## src/rtl/instr_mem_pkg.sv

```systemverilog
// Shared types and constants for the run-time loadable instruction memory.
package instr_mem_pkg;

    typedef enum logic [1:0] {
        EMPTY,
        LOAD,
        READY
    } state_e;

    localparam logic [15:0] NOP_DEFAULT = 16'h0000;

    // Byte-offset shift that turns a fetch byte address into a word index.
    function automatic int unsigned bytes_log2(input int unsigned data_w);
        return $clog2(data_w / 8);
    endfunction

endpackage

```

## src/rtl/instr_mem_array.sv

```systemverilog
// DEPTH x DATA_W storage: synchronous write, combinational read, no reset.
module instr_mem_array #(
    parameter int unsigned DATA_W = 16,
    parameter int unsigned DEPTH  = 16,
    parameter int unsigned AW     = $clog2(DEPTH)
) (
    input  logic              clk,
    input  logic              we_i,
    input  logic [AW-1:0]     waddr_i,
    input  logic [DATA_W-1:0] wdata_i,
    input  logic [AW-1:0]     raddr_i,
    output logic [DATA_W-1:0] rdata_o
);

    logic [DATA_W-1:0] mem_q [DEPTH];

    // Write port: contents survive reset on purpose.
    always_ff @(posedge clk) begin
        if (we_i) begin
            mem_q[waddr_i] <= wdata_i;
        end
    end

    assign rdata_o = mem_q[raddr_i];

endmodule

```

## src/rtl/instr_mem_loader.sv

```systemverilog
// Instruction memory with a streaming program-load port and a registered,
// stallable, flushable fetch port for the pipeline fetch stage.
module instr_mem_loader
    import instr_mem_pkg::*;
#(
    parameter int unsigned       DATA_W = 16,
    parameter int unsigned       DEPTH  = 16,
    parameter int unsigned       ADDR_W = 16,
    parameter logic [DATA_W-1:0] NOP    = DATA_W'(NOP_DEFAULT)
) (
    input  logic              clk,
    input  logic              rst,
    input  logic              load_start,
    input  logic              load_valid,
    input  logic [DATA_W-1:0] load_data,
    input  logic              load_last,
    output logic              load_ready,
    output logic              load_done,
    input  logic              fetch_req,
    input  logic [ADDR_W-1:0] fetch_addr,
    input  logic              stall,
    input  logic              flush,
    output logic [DATA_W-1:0] instr,
    output logic              instr_valid,
    output logic              addr_err,
    output logic              ready
);

    localparam int unsigned       PTR_W      = $clog2(DEPTH);
    localparam int unsigned       SH         = bytes_log2(DATA_W);
    localparam logic [ADDR_W-1:0] ALIGN_MASK = ADDR_W'((1 << SH) - 1);
    localparam logic [PTR_W-1:0]  LAST_PTR   = PTR_W'(DEPTH - 1);

    state_e            state_q;
    logic [PTR_W-1:0]  ptr_q;
    logic              load_done_q;

    logic [DATA_W-1:0] instr_q, instr_d;
    logic              instr_valid_q, instr_valid_d;
    logic              addr_err_q, addr_err_d;

    logic              mem_we;
    logic [ADDR_W-1:0] idx_full;
    logic              fetch_legal;
    logic [DATA_W-1:0] mem_rdata;

    // load_start has priority, so a coincident word is dropped.
    assign mem_we      = (state_q == LOAD) && load_valid && !load_start;
    assign idx_full    = fetch_addr >> SH;
    assign fetch_legal = ((fetch_addr & ALIGN_MASK) == '0) &&
                         (idx_full < ADDR_W'(DEPTH));

    instr_mem_array #(
        .DATA_W (DATA_W),
        .DEPTH  (DEPTH),
        .AW     (PTR_W)
    ) u_array (
        .clk     (clk),
        .we_i    (mem_we),
        .waddr_i (ptr_q),
        .wdata_i (load_data),
        .raddr_i (idx_full[PTR_W-1:0]),
        .rdata_o (mem_rdata)
    );

    // Load FSM: pointer, state and the one-cycle load_done pulse.
    always_ff @(posedge clk) begin
        if (rst) begin
            state_q     <= EMPTY;
            ptr_q       <= '0;
            load_done_q <= 1'b0;
        end else begin
            load_done_q <= 1'b0;
            case (state_q)
                EMPTY, READY: begin
                    if (load_start) begin
                        state_q <= LOAD;
                        ptr_q   <= '0;
                    end
                end
                LOAD: begin
                    if (load_start) begin
                        ptr_q <= '0;
                    end else if (load_valid) begin
                        if (load_last || (ptr_q == LAST_PTR)) begin
                            state_q     <= READY;
                            ptr_q       <= '0;
                            load_done_q <= 1'b1;
                        end else begin
                            ptr_q <= ptr_q + 1'b1;
                        end
                    end
                end
                default: begin
                    state_q <= EMPTY;
                    ptr_q   <= '0;
                end
            endcase
        end
    end

    // Next fetch result: flush > stall > request while READY > idle.
    always_comb begin
        instr_d       = NOP;
        instr_valid_d = 1'b0;
        addr_err_d    = 1'b0;
        if (flush) begin
            instr_d       = NOP;
            instr_valid_d = 1'b0;
            addr_err_d    = 1'b0;
        end else if (stall) begin
            instr_d       = instr_q;
            instr_valid_d = instr_valid_q;
            addr_err_d    = addr_err_q;
        end else if (fetch_req && (state_q == READY)) begin
            instr_valid_d = 1'b1;
            if (fetch_legal) begin
                instr_d = mem_rdata;
            end else begin
                addr_err_d = 1'b1;
            end
        end
    end

    // Fetch output register.
    always_ff @(posedge clk) begin
        if (rst) begin
            instr_q       <= NOP;
            instr_valid_q <= 1'b0;
            addr_err_q    <= 1'b0;
        end else begin
            instr_q       <= instr_d;
            instr_valid_q <= instr_valid_d;
            addr_err_q    <= addr_err_d;
        end
    end

    assign instr       = instr_q;
    assign instr_valid = instr_valid_q;
    assign addr_err    = addr_err_q;
    assign load_done   = load_done_q;
    assign load_ready  = (state_q == LOAD);
    assign ready       = (state_q == READY);

endmodule
```

## config.mk

```make
export PLATFORM = sky130hd
export DESIGN_NAME = instr_mem_loader
export DESIGN_NICKNAME = d
export VERILOG_FILES = /design/src/rtl/instr_mem_pkg.sv /design/src/rtl/instr_mem_array.sv /design/src/rtl/instr_mem_loader.sv
export SDC_FILE = /design/constraint.sdc
export NUM_CORES = 1
export LEC_CHECK = 0
export CORE_MARGIN = 8
export CORE_UTILIZATION = 45
export DETAILED_ROUTE_END_ITERATION = 16
export HOLD_SLACK_MARGIN = 0.15
export PLACE_DENSITY = 0.73
export SKIP_LAST_GASP = 1
export SYNTH_ARGS = -nofsm -noshare
export SYNTH_HDL_FRONTEND = slang
export SYNTH_SLANG_ARGS = --single-unit
```

## constraint.sdc

```tcl
create_clock -name clk -period 4 [get_ports clk]
set_clock_uncertainty 0.1 [all_clocks]
set_input_delay 0.4 -clock clk [delete_from_list [all_inputs] [get_ports clk]]
set_output_delay 0.4 -clock clk [all_outputs]
set_load 0.01 [all_outputs]
```

==> flow_summary.toml <==
[critical_path]
cp_max_fo = 7
critPathKind = "register to output pin"
critPathRequiredTime_ps = 3500
start_kind = "register"
cp-startpoint = "state_q[0]"
crit_arrival_ps = 1780
end_kind = "output pin"
r2r-start = "state_q[0]"

[power]
ir_drop_mv = 0.274
finalPower_mw = 5.85
p_comb_frac = 0.041
internal_power_mw = 4.69
power.share.clock = 0.410
seqPwrFrac = 0.549
swShare = 0.198
p_sw_mw = 1.16
static-leakage-power_nw = 4.32
power.density_mw_per_mm2 = 454

[logic_synthesis]
synth_cell_types = 43
ys_top_cells_by_area = "edfxtp_1 (70%), mux4_2 (8.0%), mux4_1 (6.0%)"
netlist_instances = 530
ys_warn_count = 0
ys_seq_elements = 281
synthArstFlopShare = 0
synth_top_area_frac = 0.697
syn_area_mm2 = 0.0110
ys.flop_type = "edfxtp_1"
synth_area_per_cell_um2 = 20.8
synth-edff-count = 256
synth-seq-area-share = 0.742
syn-num-nets = 574
yosys.area.top_type = "edfxtp_1"

[clock_tree]
cts_root_buffer = "clkbuf_16"
clk_path_buf_depth = 3
cts.repair_timing.setup_buffer_count = 0
clock-sinks = 281
cts_tree = "built"
cts_resized = 0
clkTransAtPathRegs_ps = 70
cts_buffers = 27
clock_latency_ps = 530
htree_levels = 1
holdBufCountCts = 0

[hold_path]
min_path_type = "register to register"
hold_path_startpoint = "instr[6]"

[floorplanning]
die_area_mm2 = 0.0298
die_y_um = 173
initial_utilization = 0.456
core_area_mm2 = 0.0242
ioPinCount = 61
fp-row-count = 57
fp.dieW_um = 173

[detailed_routing]
dr.pass1.iters = 6
wirelength_um = 23700
drt-wirelength-per-cell_um = 24.8
vias = 5528
vias_per_cell = 5.76
drtIter0Drc = 525
ant_nets = 0
drc = 0

[timing]
finalHoldViolCount = 0
max_freq_mhz = 439
tightest_slew_ps = 864
slew_headroom = 0.424
finalCritPeriodShare = 0.569
finalSetupViolCount = 0
slew_violations = 0
grt_setup_unrepaired = "false"
hold_slack_ps = 377
fin_tns_setup_ps = 0
finalCriticalPeriod_ps = 2280

[place]
dp.cells = 910
hpwl_um = 14400
gp_congestion = 0.815
portBuffers = 60

[job]
drv_cap = 0

[status]
outcome = "finished clean"

[grt]
grt.overflow.total = 0
grt_pass1_wl_um = 35900
grt_usage = 0.156
grt_pass1_vias = 5794
grt_antenna_before_repair = 1
grt_max_degree = 63

[cells_and_area]
drive_above_1_share = 0.216
nFillCells = 1811
insertedDiodeCount = 0
stdcell_count = 959
final_nets = 659
area_growth_pct = 16.7
==> cells by family after synthesis <==
logic type      after synthesis  share of synthesized area
flops                       281                      0.742
compound gates               48                     0.0333
fa+ha+maj                     4                    0.00454
mux                          94                      0.168
simple gates                 71                     0.0322
buf+inv                      32                     0.0200
==> sequential cells by signal (all words and copies together) (netlist names) <==
signal         flops
u_array.mem_q    256
state_q            2
instr             16
addr_err           1
instr_valid        1
load_done          1
ptr_q              4
==> cell type report <==
cell class	instances	area, µm²	area share
Inverter	4	15.0	0.00117
Tap cell	324	405	0.0315
Clock inverter	19	151	0.0118
Timing Repair Buffer	84	783	0.0608
Clock buffer	30	687	0.0533
Multi-Input combinational cell	217	2650	0.206
Sequential cell	281	8190	0.636
==> power groups by stage <==
stage | sequential [mW] | combinational, mW | clock, mW
after floorplan | 3.27 | 0.140 | 0
after global placement | 3.27 | 0.236 | 0
after detailed placement | 3.27 | 0.243 | 0
after CTS | 3.21 | 0.244 | 2.43
after global routing | 3.21 | 0.259 | 2.55
final | 3.21 | 0.241 | 2.40
==> critical path: stages (launching register included) <==
cell and delay, ps:
dfxtp_1 440, nor2b_1 240, clkdlybuf4s50_1 570
==> stage by stage <==
stage,instance area (µm²),setup WS [ps],utilization
6_report,12900,1720,0.533
5_1_grt,12900,1530,0.533
4_1_cts,12900,1740,0.533
3_5_place_dp,12000,1240,0.498
3_3_place_gp,12000,1380,0.498
2_1_floorplan,11000,1140,-
==> cell usage in the layout, fill, tap and decap left out, types with 2 or more instances in the layout <==
cell type,netlist,layout
o21ai_0,2,2
mux2_2,15,15
nor2_2,0,2
nand2_1,28,28
clkinv_2,0,12
clkdlybuf4s50_1,0,57
dfxtp_1,25,25
nand2b_1,2,2
bufinv_16,0,2
a31oi_1,2,2
nor3b_1,2,2
clkbuf_1,6,3
mux4_2,39,39
a211oi_1,2,2
buf_4,2,25
nor3_2,0,4
nor4_1,3,3
edfxtp_1,256,256
inv_1,4,4
o41ai_1,15,15
clkbuf_16,0,27
mux2i_1,15,15
nor3_1,8,4
a21o_1,16,16
a21oi_1,4,4
ha_1,4,4
nor2b_1,3,3
clkinv_1,0,2
clkinvlp_4,0,2
nor2_1,16,14
mux4_1,25,25
==> per-layer routing <==
layer / routed length, µm / GRT usage
met5: 13 / 0
met4: 387 / 0.0381
met3: 1810 / 0.0381
met2: 11300 / 0.249
met1: 10200 / 0.214
==> cells in the mapped netlist, drive strengths merged, types with 2 or more instances <==
cell / instances
nand2b: 2
o21ai: 2
a21oi: 4
clkbuf: 6
dlygate4sd1: 2
nor2: 16
nand3: 2
mux2i: 15
edfxtp: 256
dfxtp: 25
buf: 20
mux2: 15
inv: 4
nor3b: 3
a21o: 16
nor4: 3
a211oi: 2
nand2: 29
nor2b: 3
mux4: 64
o41ai: 15
ha: 4
nor3: 9
a31oi: 2
==> worst paths after layout <==
kind | to | slack [ps] | depth (start not counted)
setup / recovery | load_ready | 1720 | 2
setup reg to reg | u_array.mem_q[2][6] | 1730 | 5
hold reg to reg | instr[6] | 380 | 2
hold / removal | instr[6] | 380 | 2
Power figures use the tool's default switching activity.
